### src/rtl/pi1_wrbuf.sv
// pi1_wrbuf: posted-write buffer between a pi1r slave port and pi1_dcache.
// Upstream writes are absorbed into a small FIFO and acknowledged in the
// same cycle they are presented. The FIFO drains downstream in order.
// Reads and read-writes are held while the FIFO holds data, then pass
// straight through combinationally once it is empty, so downstream
// ordering is never violated.
module pi1_wrbuf #(
  parameter int ARCHBITSZ = 32,
  parameter int DEPTH     = 4
) (
  input  logic                                        clk_i,
  input  logic                                        rst_i,
  input  logic [1:0]                                  m_pi1_op_i,
  input  logic [ARCHBITSZ-$clog2(ARCHBITSZ/8)-1:0]    m_pi1_addr_i,
  input  logic [ARCHBITSZ-1:0]                        m_pi1_data_i,
  output logic [ARCHBITSZ-1:0]                        m_pi1_data_o,
  input  logic [(ARCHBITSZ/8)-1:0]                    m_pi1_sel_i,
  output logic                                        m_pi1_rdy_o,
  output logic [1:0]                                  s_pi1_op_o,
  output logic [ARCHBITSZ-$clog2(ARCHBITSZ/8)-1:0]    s_pi1_addr_o,
  output logic [ARCHBITSZ-1:0]                        s_pi1_data_o,
  input  logic [ARCHBITSZ-1:0]                        s_pi1_data_i,
  output logic [(ARCHBITSZ/8)-1:0]                    s_pi1_sel_o,
  input  logic                                        s_pi1_rdy_i,
  output logic                                        empty_o
);

  localparam int SW = ARCHBITSZ / 8;
  localparam int AW = ARCHBITSZ - $clog2(SW);
  localparam int PW = $clog2(DEPTH);
  localparam int CW = PW + 1;

  localparam logic [CW-1:0] CNT_ZERO = CW'(0);
  localparam logic [CW-1:0] CNT_FULL = CW'(DEPTH);
  localparam logic [CW-1:0] CNT_ONE  = CW'(1);
  localparam logic [PW-1:0] PTR_ONE  = PW'(1);

  localparam logic [1:0] OP_NOOP = 2'b00;
  localparam logic [1:0] OP_WR   = 2'b01;
  localparam logic [1:0] OP_RD   = 2'b10;
  localparam logic [1:0] OP_RW   = 2'b11;

  // Occupancy class of the FIFO; it is a pure function of cnt.
  typedef enum logic [1:0] {
    ST_EMPTY = 2'b00,
    ST_DRAIN = 2'b01,
    ST_FULL  = 2'b10
  } state_e;

  // FIFO storage: one {addr, data, sel} entry per slot.
  logic [AW-1:0]        addr_mem_q [DEPTH];
  logic [ARCHBITSZ-1:0] data_mem_q [DEPTH];
  logic [SW-1:0]        sel_mem_q  [DEPTH];

  logic [PW-1:0] wp_q;
  logic [PW-1:0] rp_q;
  logic [CW-1:0] cnt_q;
  logic [CW-1:0] cnt_d;
  state_e        state_q;
  state_e        state_d;
  logic          empty_q;

  logic          push_s;
  logic          pop_s;
  logic          fifo_empty_s;
  logic          fifo_full_s;

  // Decode of the registered occupancy class.
  assign fifo_empty_s = (state_q == ST_EMPTY);
  assign fifo_full_s  = (state_q == ST_FULL);

  // Read data is a pure wire from the downstream port.
  assign m_pi1_data_o = s_pi1_data_i;
  assign empty_o      = empty_q;

  // Handshake and downstream mux: drain head entry, or pass a read through when empty.
  always_comb begin
    m_pi1_rdy_o  = 1'b0;
    s_pi1_op_o   = OP_NOOP;
    s_pi1_addr_o = '0;
    s_pi1_data_o = '0;
    s_pi1_sel_o  = '0;
    push_s       = 1'b0;
    pop_s        = 1'b0;
    if (!rst_i) begin
      // Reset holds every handshake and address/data output low.
      m_pi1_rdy_o = 1'b0;
    end else begin
      case (m_pi1_op_i)
        OP_NOOP: begin
          m_pi1_rdy_o = 1'b1;
        end
        OP_WR: begin
          // Registered fullness only: a same-cycle pop does not free a slot.
          m_pi1_rdy_o = !fifo_full_s;
          push_s      = !fifo_full_s;
        end
        OP_RD, OP_RW: begin
          if (fifo_empty_s) begin
            m_pi1_rdy_o  = s_pi1_rdy_i;
            s_pi1_op_o   = m_pi1_op_i;
            s_pi1_addr_o = m_pi1_addr_i;
            s_pi1_data_o = m_pi1_data_i;
            s_pi1_sel_o  = m_pi1_sel_i;
          end else begin
            m_pi1_rdy_o = 1'b0;
          end
        end
        default: begin
          m_pi1_rdy_o = 1'b0;
        end
      endcase
      if (!fifo_empty_s) begin
        s_pi1_op_o   = OP_WR;
        s_pi1_addr_o = addr_mem_q[rp_q];
        s_pi1_data_o = data_mem_q[rp_q];
        s_pi1_sel_o  = sel_mem_q[rp_q];
        pop_s        = s_pi1_rdy_i;
      end else begin
        pop_s = 1'b0;
      end
    end
  end

  // Next occupancy from the push/pop pair.
  always_comb begin
    cnt_d = cnt_q;
    case ({push_s, pop_s})
      2'b10:   cnt_d = cnt_q + CNT_ONE;
      2'b01:   cnt_d = cnt_q - CNT_ONE;
      default: cnt_d = cnt_q;
    endcase
  end

  // Occupancy class for the next cycle, derived only from the next count.
  always_comb begin
    state_d = ST_DRAIN;
    if (cnt_d == CNT_ZERO) begin
      state_d = ST_EMPTY;
    end else if (cnt_d == CNT_FULL) begin
      state_d = ST_FULL;
    end else begin
      state_d = ST_DRAIN;
    end
  end

  // Pointer, count, state and empty flag registers.
  always_ff @(posedge clk_i or negedge rst_i) begin
    if (!rst_i) begin
      wp_q    <= '0;
      rp_q    <= '0;
      cnt_q   <= CNT_ZERO;
      state_q <= ST_EMPTY;
      empty_q <= 1'b1;
    end else begin
      if (push_s) begin
        wp_q <= wp_q + PTR_ONE;
      end
      if (pop_s) begin
        rp_q <= rp_q + PTR_ONE;
      end
      cnt_q   <= cnt_d;
      state_q <= state_d;
      empty_q <= (cnt_d == CNT_ZERO);
    end
  end

  // Entry storage; cleared on reset so no stale data survives a discard.
  always_ff @(posedge clk_i or negedge rst_i) begin
    if (!rst_i) begin
      for (int i = 0; i < DEPTH; i++) begin
        addr_mem_q[i] <= '0;
        data_mem_q[i] <= '0;
        sel_mem_q[i]  <= '0;
      end
    end else if (push_s) begin
      addr_mem_q[wp_q] <= m_pi1_addr_i;
      data_mem_q[wp_q] <= m_pi1_data_i;
      sel_mem_q[wp_q]  <= m_pi1_sel_i;
    end
  end

endmodule
### config.mk
export PLATFORM = sky130hd
export DESIGN_NAME = pi1_wrbuf
export DESIGN_NICKNAME = d
export VERILOG_FILES = /design/src/rtl/pi1_wrbuf.sv
export SDC_FILE = /design/constraint.sdc
export NUM_CORES = 1
export LEC_CHECK = 0
export CORE_MARGIN = 8
export CORE_UTILIZATION = 45
export CTS_CLUSTER_DIAMETER = 150
export CTS_CLUSTER_SIZE = 16
export DETAILED_ROUTE_END_ITERATION = 10
export PLACE_DENSITY_LB_ADDON = 0.2
export SYNTH_ARGS = -nofsm -noshare
export SYNTH_HDL_FRONTEND = slang
export SYNTH_SLANG_ARGS = --single-unit
### constraint.sdc
create_clock -name clk_i -period 5 [get_ports clk_i]
set_input_delay 0.5 -clock clk_i [delete_from_list [all_inputs] [get_ports clk_i]]
set_output_delay 0.5 -clock clk_i [all_outputs]
set_load 0.02 [all_outputs]
* After elaboration in Yosys (flattened, before gate mapping)
Cells that the tools add are included.
Storage, ports and cells: memory bits (read-only) 0, output and inout port bits 102, memory bits (writable) 0, memories 0, bits in latches 0, flip-flop bits (word level) 274
Cells by class: multipliers 0, $add $sub $neg 4, reduce and logical (&&, ||, !) cells 6, bitwise logic cells 2, order comparisons 3, divide/modulo/power cells 0, eq/ne operators 7, shifts and indexed selects 0, muxes and demuxes 40
Operators with widths (number):
- $mux W32 | 6
- $mux W30 | 6
- $bwmux W128 | 1
- $bwmux W120 | 1
- $bmux W32 S2 | 1
- $demux W32 S2 | 1
- $bmux W30 S2 | 1
- $demux W30 S2 | 1
- $mux W4 | 6
- $bwmux W16 | 1
- $mux W2 | 5
- $bmux W4 S2 | 1
- $demux W4 S2 | 1
- $eq A2 B2 Y1 const B | 4
- $ge A3 B3 Y1 const B | 2
- $mux W1 | 6
- $not A2 Y3 | 2
- $pmux W3 S2 | 1
- $add A2 B1 Y2 const B | 2
- $eq A2 B1 Y1 const B | 2
- $logic_not A2 Y1 | 2
- $add A3 B1 Y3 const B | 1
- $eq A3 B3 Y1 const B | 1
- $logic_not A3 Y1 | 1
- 6 further kinds | 6

* Depth between registers and ports, before layout
Gate-level depths: netlist of the first run.
depth after elaboration 9, gate-level depth with buffers 8, depth with buffers taken out 8

* Least setup slack after synthesis of the first run
OpenSTA, ideal clock, no wires.
path type input to register, start point input m_pi1_op_i[1], end point register empty_q (netlist: empty_o), data arrival time 2.323 ns, required time 4.922 ns, slack 2.598 ns, stages 8, buffers on the path 1, cell sequence buf_2 -> or3_1 -> ha_1 -> inv_1 -> fa_1 -> nor2b_1 -> a21oi_1 -> and3b_1
Between the ends: longest elaborated chain between the ends 6, elaborated cells on any way between the ends 7, those cells by class eq/ne (3); mux (3); reduce/logical (1)
RTL lines:
- start: declaration | RTL line 13 | input logic [1:0] m_pi1_op_i,
- $eq A2 B1 Y1 (*) | RTL line 89 | case (m_pi1_op_i)
- $mux W1 (*) | RTL line 89
- $mux W1 (*) | RTL line 85 | if (!rst_i) begin
- $eq A2 B1 Y1 or $eq A2 B2 Y1 (tied branches) | RTL line 128 | case ({push_s, pop_s})
- $pmux W3 S2 (*) | RTL line 128
- $logic_not A3 Y1 (*) | RTL line 164 | empty_q <= (cnt_d == CNT_ZERO);
- end signal: assignment | RTL line 164
- end: declaration | RTL line 61 | logic empty_q;
Every way passes the cells marked *; elsewhere a longest branch is shown, timed or not. A chain may end at the register's enable or synchronous reset.

* Worst setup path in the final report of the first run
start point input rst_i, end point output s_pi1_data_o[21]
Between the ends: longest elaborated chain between the ends 1
RTL lines:
- start: declaration | RTL line 12 | input logic rst_i,
- $mux W32 | RTL line 85
- end: declaration | RTL line 21 | output logic [ARCHBITSZ-1:0] s_pi1_data_o,
No other way between the ends.

==> results of run 1 <==
-- cell families (layout without fill, tap and decap cells) --
logic type / Yosys count / in the layout / synth area share [%]
muxes: 397 / 397 / 33.3
and+or+nand+nor: 84 / 84 / 3.21
xor gates and xnor gates: 5 / 5 / 0.332
buffers and inverters: 103 / 196 / 5.07
AOI/OAI and AO/OA: 77 / 77 / 5.52
adders and majority gates: 6 / 6 / 0.626
DFF: 274 / 274 / 52.0
-- state kept, by name, indices dropped and copies added, names as in the netlist --
name / count
data_mem_q: 128
addr_mem_q: 120
sel_mem_q: 16
cnt_q: 3
rp_q: 2
state_q: 2
wp_q: 2
empty_o: 1
-- metal layers --
layer  GRT usage [%]  vias up  wire [um]
met5               0        -         13
met4            2.81        2        384
li1                -     3588          -
met1            21.6     4038      13200
met2            26.9      155      13400
met3            3.17       28       1350
-- cells in the final DEF (no fill, tap or decap), types with 6 or more instances in the layout --
cell and n:
a221o_1 66, buf_4 17, clkbuf_1 8, clkbuf_16 21, clkdlybuf4s50_1 139, dfrtp_1 272
inv_1 6, mux2_1 160, mux2_2 171, mux2i_1 66, nor2_1 66
-- what timing repair did --
| item | 4_1_cts | 5_1_grt |
|---|---|---|
| buffers inserted | 0 | 0 |
| hold buffers | 1 | 0 |
| hold endpoints to repair | 60 | 0 |
-- how the worst min path moves through the flow --
stage | cells past startpoint | slack (ns) | from | end
3_3_place_gp | 1 | 0.46 | data_mem_q[87]$_DFFE_PN0P_ | data_mem_q[87]$_DFFE_PN0P_
4_1_cts | 1 | 0.49 | data_mem_q[66]$_DFFE_PN0P_ | data_mem_q[66]$_DFFE_PN0P_
5_1_grt | 1 | 0.49 | data_mem_q[56]$_DFFE_PN0P_ | data_mem_q[56]$_DFFE_PN0P_
6_report | 1 | 0.48 | data_mem_q[119]$_DFFE_PN0P_ | data_mem_q[119]$_DFFE_PN0P_
2_1_floorplan | 0 | 0.20 | rst_i | addr_mem_q[0]$_DFFE_PN0P_
3_5_place_dp | 1 | 0.47 | data_mem_q[87]$_DFFE_PN0P_ | data_mem_q[87]$_DFFE_PN0P_
-- critical path, cell delays in order --
cell,delay (ns)
dlygate4sd3_1,0.57
buf_8,0.40
o21ai_0,0.26
nor2_4,0.12
buf_4,0.67
a221o_1,0.32
clkdlybuf4s50_1,0.62
-- final cells by class --
cell class,instances,area [um2],share of cell area [%]
multi-input cells,569,5680,37.4
flip-flops and latches,274,6860,45.1
clock inverters,1,16.3,0.107
repair buffers,160,1580,10.4
inverters,6,22.5,0.148
clock buffers,29,556,3.65
well taps,384,480,3.16
-- per-stage QoR --
step                hold slack, ns  setup slack [ns]  utilization (%)
floorplan                    0.204              2.60                -
global placement             0.461              1.55             50.8
detailed placement           0.468              1.54             50.8
CTS                          0.488             0.935             52.8
global route                 0.495             0.738             52.8
finish                       0.483             0.946             52.8
-- power groups by stage --
| stage | combinational, W | clock, W | sequential (W) |
|---|---|---|---|
| floorplan | 0.00281 | 0 | 0.00367 |
| global placement | 0.00376 | 0 | 0.00387 |
| detailed placement | 0.00381 | 0 | 0.00391 |
| CTS | 0.00383 | 0.00160 | 0.00387 |
| global route | 0.00410 | 0.00169 | 0.00402 |
| finish | 0.00377 | 0.00153 | 0.00387 |
==> flow_summary.ini, run 1 <==
[run_status]
status = completed

[drt]
drc = 0
antenna_left = 0
dr.pass1.iters = 4
wl_per_cell_um = 19.9
num_vias = 7811
drt-initial-drc-count = 377
vias_per_cell = 5.49
drt_wl_total_um = 28300

[synthesis]
synth_commonest_cells = dfrtp_1 (273), mux2_2 (171), mux2_1 (160)
synth_cell_types = 32
yosys.area.top_type_share_pct = 51.8
synth-seq-area-share_pct = 52.0
ys_seq_elements = 274
yosysTopAreaCell = dfrtp_1
synthTopCellsByArea = dfrtp_1 (52%), mux2_2 (15%), mux2_1 (14%)
ys_async_sr_fraction_pct = 100
synth_warnings = 0
yosysMostFrequentCell = dfrtp_1
syn_nets = 1055
synth_edf_count = 0
synth_ff_type = dfrtp_1
synth_area_mm2 = 0.0132
synthCells = 946
avgSynthCellArea_um2 = 13.9

[timing]
setup_violations = 0
fmax_ghz = 0.247
finClkSkew_ns = 0.0172
fin_setup_tns_ns = 0
slew_viol_final = 0
period_share_pct = 81.1
rsz0062_at_grt = false
layout_min_cycle_time_ns = 4.05
hold_violations = 0
worstMarginPinSlew_ns = 0.969
slew_headroom_pct = 35.4

[finish]
layout-drive-gt1-share_pct = 21.4
fillers = 2479
final_cell_area_mm2 = 0.0152
final_cell_count_no_fill = 1423
diodes = 0
area_growth_pct = 15.2
layout.nets = 1141

[worst_setup_path]
cp_data_arrival_time_ns = 3.55
rr_worst_depth = 8
regToRegEndpoint = empty_o$_DFF_PN1_
cp_max_fo = 68
r2r_slack_ns = 2.38
worstSetupStartpointType = input pin
crit_end = s_pi1_data_o[21]
cp.required_ns = 4.50
worstReg2RegStart = state_q[0]$_DFF_PN0_
startpoint = rst_i
crit_path_end_kind = output pin
path_class = in2out

[pwr]
leakage_nw = 6.59
p_comb_share_pct = 41.1
pwr-share-seq_pct = 42.2
ir_worst_vdd_mv = 0.288
finalPower_w = 0.00916
internal_power_w = 0.00618
switchingPower_w = 0.00298
power_per_cell_area_mw_per_mm2 = 603
pwr-share-clk_pct = 16.7
p_sw_share_pct = 32.5

[clock_tree]
clock-sinks = 274
numCtsBuffers = 21
cts-root-buf = clkbuf_16
clk_pin_slew_ns = 0.07
cts_buffer_depth = 3
htree_levels = 1
cts_tree = yes
ctsResizeCount = 0
clock_latency_ns = 0.50

[die]
dieWidth_um = 187
initial_utilization_pct = 45.8
io_pins = 205
rows = 62
dieArea_mm2 = 0.0351
coreArea_mm2 = 0.0288
die_h_um = 187

[place]
port-buffer-count = 140
dpl_cell_area_mm2 = 0.0146
dpl.hpwl_um = 17000
post-place-cells = 1392
gp_congestion = 0.686

[hold_path]
hold_class = reg2reg

[global_routing]
grt_usage_pct = 16.1
gr-total-overflow = 0
grt_pass1_vias = 8474
antenna_found_initial = 1
grt_first_pass_wirelength_um = 47300
grt_max_degree = 79

[run]
drv_cap = 0
No activity file was read; power rests on OpenSTA's default activity.
==> run 2, diff against run 1 <==
Clock period 5 ns to 4.2 ns, I/O delays scaled along.
==> run 2 against run 1 <==
Register-to-register slack lost 0.76 ns. Largest cell class unchanged. Power grew 20%. Sequential cell count is the same. Highest routed layer is now met4. Die area is the same. Final area grew 0.30%.
==> flow_summary.ini, run 2 (synthesis results as in run 1) <==
[place]
port-buffer-count = 140
gp_congestion = 0.706
dpl.hpwl_um = 17000
place_ws_ns = 0.963

[worst_setup_path]
cp_max_fo = 59
worstReg2RegStart = state_q[0]$_DFF_PN0_
r2r_slack_ns = 1.62
crit_slowest_cell = clkdlybuf4s50_1
crit_end = s_pi1_addr_o[17]
cp.required_ns = 3.78
regToRegEndpoint = empty_o$_DFF_PN1_
worstSetupStartpointType = input pin
rr_worst_depth = 8
path_cells = dlygate4sd3_1 > buf_8 > o21ai_0 > nor2_4 > buf_4 > a221o_1 > clkdlybuf4s50_1
crit_path_end_kind = output pin
startpoint = rst_i
max_stage_delay_ns = 0.63
cp_data_arrival_time_ns = 3.17
path_class = in2out

[hold_path]
hold_class = in2async

[timing]
finalWorstSetupSlack_ns = 0.613
hold_violations = 0
period_share_pct = 85.4
setup_violations = 0
slew_headroom_pct = 35.3
slew_viol_final = 0
worstMarginPinSlew_ns = 0.971
fin_setup_tns_ns = 0
rsz0062_at_grt = false
fmax_ghz = 0.279
finClkSkew_ns = 0.0109
layout_min_cycle_time_ns = 3.59

[die]
io_pins = 205
dieWidth_um = 187
dieArea_mm2 = 0.0351
die_h_um = 187
coreArea_mm2 = 0.0288
initial_utilization_pct = 45.8
rows = 62

[finish]
top_regs = data_mem_q (128), addr_mem_q (120), sel_mem_q (16)
largest_register = data_mem_q
largest_reg_flops = 128
diodes = 0
fillers = 2496
area_growth_pct = 15.6
layout.nets = 1141
mostFrequentLayoutCell = dfrtp_1
layout-drive-gt1-share_pct = 21.4
final_cell_mix = dfrtp_1 (272), mux2_2 (171), mux2_1 (160)

[drt]
num_vias = 7816
vias_per_cell = 5.50
drt-initial-drc-count = 438
antenna_left = 0
drc = 0
dr.pass1.iters = 4
wl_per_cell_um = 20.0
drt_wl_total_um = 28400

[pwr]
power_per_cell_area_mw_per_mm2 = 718
ir_worst_vdd_mv = 0.400
leakage_nw = 6.60

[global_routing]
grt_max_degree = 167
grt_pass1_vias = 8507
gr-total-overflow = 0
grt_usage_pct = 16.1
grt_first_pass_wirelength_um = 47100
antenna_found_initial = 0

[clock_tree]
cts_tree = yes
numCtsBuffers = 21
cts_buffer_depth = 3
cts-root-buf = clkbuf_16
ctsResizeCount = 0
htree_levels = 1
clk_pin_slew_ns = 0.07
clock_latency_ns = 0.50
clock-sinks = 274

[run]
drv_cap = 0

[run_status]
status = completed
[run 2: metrics by stage]
step	instances	power [W]	utilization, %	hold WS, ns	instance area [um2]
finish	1422	0.0110	53.0	0.438	15200
global route	1422	0.0117	53.0	0.478	15200
CTS	1422	0.0111	53.0	0.438	15200
detailed placement	1392	0.00924	51.0	0.379	14700
global placement	1392	0.00911	51.0	0.380	14700
floorplan	946	0.00770	-	0.124	13200
[run 2: timing repair]
action | in CTS | in global routing
setup buffers | 0 | 0
endpoints found under the hold margin | 50 | 0
hold buffers | 1 | 0
endpoints found under the setup margin | 0 | 0
[run 2: per-layer routing]
metal / wire (um) / share of wire (%) / vias to the layer above / GRT usage, %
met3: 1330 / 4.7 / 28 / 3.21
met2: 13500 / 47 / 150 / 27.3
met5: 0 / 0 / - / 0
met1: 13200 / 46 / 4049 / 21.3
met4: 398 / 1.4 / 0 / 2.75
li1: - / - / 3589 / -
[run 2: power breakdown]
| part | internal (W) | switching [W] | leakage, nW | total [W] |
|---|---|---|---|---|
| sequential | 0.00391 | 0.000672 | 3.36 | 0.00458 |
| clock | 0.000922 | 0.000904 | 0.274 | 0.00183 |
| combinational | 0.00255 | 0.00199 | 2.96 | 0.00455 |
[run 2: worst min path at each step]
stage          startpoint  slack [ns]  depth (start not counted)                          end
2_1_floorplan       rst_i        0.12                          0    addr_mem_q[0]$_DFFE_PN0P_
3_3_place_gp        rst_i        0.38                          1  data_mem_q[105]$_DFFE_PN0P_
3_5_place_dp        rst_i        0.38                          1    data_mem_q[9]$_DFFE_PN0P_
4_1_cts             rst_i        0.44                          2    data_mem_q[9]$_DFFE_PN0P_
5_1_grt             rst_i        0.48                          2   data_mem_q[41]$_DFFE_PN0P_
6_report            rst_i        0.44                          2  data_mem_q[101]$_DFFE_PN0P_
[run 2: final cells by class]
type	instances	area (um2)	share of cell area (%)
clock inverters	1	16.3	0.107
clock buffers	28	552	3.62
flip-flops and latches	274	6860	45.0
well taps	384	480	3.15
inverters	6	22.5	0.148
multi-input cells	569	5680	37.3
repair buffers	160	1630	10.7
[run 2: critical path, delay by kind of cell]
family,cells,cell delay [ns]
compound gates,2,0.54
buf+inv,4,1.98
simple gates,1,0.16
==> run 3, diff against run 2 <==
Settings changed: CORE_ASPECT_RATIO from default to 0.75, GPL_TIMING_DRIVEN from default to 0.
Clock period 4.2 ns to 3.2 ns, I/O delays scaled along.
==> run 3 against run 2 <==
First-iteration DRC count is 11% lower. Largest cell class unchanged. Clock-buffer cell count stayed put. Sequential power is 30% higher. Clock power is 33% higher. Via count rose by 6.9%. Register-to-register slack worse by 1.0 ns. Routed wire length up 17%. Critical path type is now reg2out. Utilization increased by 3.9 points. Highest routed layer unchanged. Die area up 0.16%.
==> flow_summary.ini, run 3 (synthesis results as in run 1) <==
[run_status]
status = completed

[worst_setup_path]
path_class = reg2out
cp.required_ns = 2.88
crit_path_end_kind = output pin
cp_data_arrival_time_ns = 2.80
worstSetupStartpointType = flop
rr_worst_depth = 8
cp_max_fo = 10

[drt]
drt-initial-drc-count = 388
met1_length_um = 16100
drt_wl_total_um = 33200
antenna_left = 0
dr.pass1.iters = 4
num_vias = 8359
drc = 0
vias_per_cell = 5.37
wl_per_cell_um = 21.3
dr.max_layer_used = met4
wl_met3_um = 1430
wl_met2_um = 15300

[finish]
largest_register = data_mem_q
layout.nets = 1267
final_cell_count_no_fill = 1556
largest_reg_flops = 128
fillers = 2422
area_growth_pct = 24.8
layout-drive-gt1-share_pct = 26.7
register_area_mm2 = 0.00686
mostFrequentLayoutCell = dfrtp_1
final_cell_mix = dfrtp_1 (272), mux2_2 (171), clkdlybuf4s50_1 (170)
final_core_util_pct = 56.8
final_cell_area_mm2 = 0.0165
multi_input_area_mm2 = 0.00568
top_regs = data_mem_q (128), addr_mem_q (120), sel_mem_q (16)
diodes = 0

[die]
dieArea_mm2 = 0.0351
io_pins = 205
dieWidth_um = 214
initial_utilization_pct = 45.5
rows = 54
coreArea_mm2 = 0.0290
die_h_um = 164

[timing]
slew_viol_final = 0
fin_setup_tns_ns = 0
period_share_pct = 97.5
layout_min_cycle_time_ns = 3.12
hold_violations = 0
slew_headroom_pct = 41.9
worst_hold_slack_ns = 0.0209
setup_violations = 0
rsz0062_at_grt = false
worstMarginPinSlew_ns = 0.869
fmax_ghz = 0.320
finClkSkew_ns = 0.0165

[clock_tree]
cts_buffer_depth = 3
clock-sinks = 274
cts-root-buf = clkbuf_16
htree_levels = 1
cts_tree = yes
numCtsBuffers = 21
clk_pin_slew_ns = 0.07
clock_latency_ns = 0.51

[global_routing]
grt_first_pass_wirelength_um = 52700
grt_usage_pct = 18.9
grt_max_degree = 58
antenna_found_initial = 0
grt_pass1_vias = 8924
gr-total-overflow = 0

[pwr]
leakage_nw = 7.29
ir_worst_vdd_mv = 0.463
power_per_cell_area_mw_per_mm2 = 898

[place]
post-place-cells = 1511
dpl.hpwl_um = 21700
dpl_cell_area_mm2 = 0.0155
gp_congestion = 0.717
port-buffer-count = 171

[run]
drv_cap = 0

[hold_path]
hold_class = in2async
run 3: changes by cell type in the layout (fill, tap and decap cells not counted), sizes merged:
| cell | delta |
|---|---|
| buf | +65 |
| clkdlybuf4s50 | +31 |
| clkbuf | +21 |
| bufbuf | +5 |
| dlygate4sd3 | +4 |
run 3: final timing paths:
path                                                   from                     endpoint  slack (ns)
worst max-delay path                    rp_q[0]$_DFFE_PN0P_             s_pi1_addr_o[28]        0.08
worst min-delay path                                  rst_i    sel_mem_q[15]$_DFFE_PN0P_        0.02
worst max register to register         state_q[0]$_DFF_PN0_            empty_o$_DFF_PN1_        0.59
worst min register to register  data_mem_q[119]$_DFFE_PN0P_  data_mem_q[119]$_DFFE_PN0P_        0.48
max in group asynchronous                             rst_i   addr_mem_q[26]$_DFFE_PN0P_        1.86
min in group clk_i                            m_pi1_op_i[1]          wp_q[0]$_DFFE_PN0P_        0.42
run 3: timing repair:
| item | 4_1_cts | 5_1_grt |
|---|---|---|
| gates cloned | 5 | 0 |
| hold endpoints to repair | 104 | 0 |
| setup buffers | 0 | 1 |
| hold buffers | 11 | 0 |
| endpoints found under the setup margin | 72 | 49 |
| resized for setup | 42 | 8 |
| pin swaps | 1 | 1 |
run 3: worst max-delay path, cell delays in order (launching register included):
cell	delay, ns
dfrtp_2	0.53
buf_2	0.45
mux2_2	0.38
a221o_1	0.37
clkdlybuf4s50_1	0.56
run 3: metal layers:
metal	up-vias	GRT usage, %
met1	4344	27.8
met5	-	0
met2	137	29.8
li1	3851	-
met3	27	3.09
met4	0	2.77
run 3: power breakdown:
part | leakage (nW) | internal [W] | switching, W
Sequential | 3.36 | 0.00513 | 0.000817
Combinational | 3.65 | 0.00354 | 0.00287
Clock | 0.274 | 0.00121 | 0.00123
run 3: final cells by class:
type | count | share of cell area, %
inverters | 6 | 0.137
well taps | 392 | 2.98
plain buffers | 96 | 4.43
clock inverters | 1 | 0.0987
flip-flops and latches | 274 | 41.6
multi-input cells | 569 | 34.5
clock buffers | 28 | 3.35
repair buffers | 190 | 12.9
run 3: stage by stage:
step	power [W]	setup slack [ns]
6_report	0.0148	0.0794
3_5_place_dp	0.0123	-1.49
5_1_grt	0.0157	0.00923
2_1_floorplan	0.0101	0.870
4_1_cts	0.0149	0.0105
3_3_place_gp	0.0122	-12.48
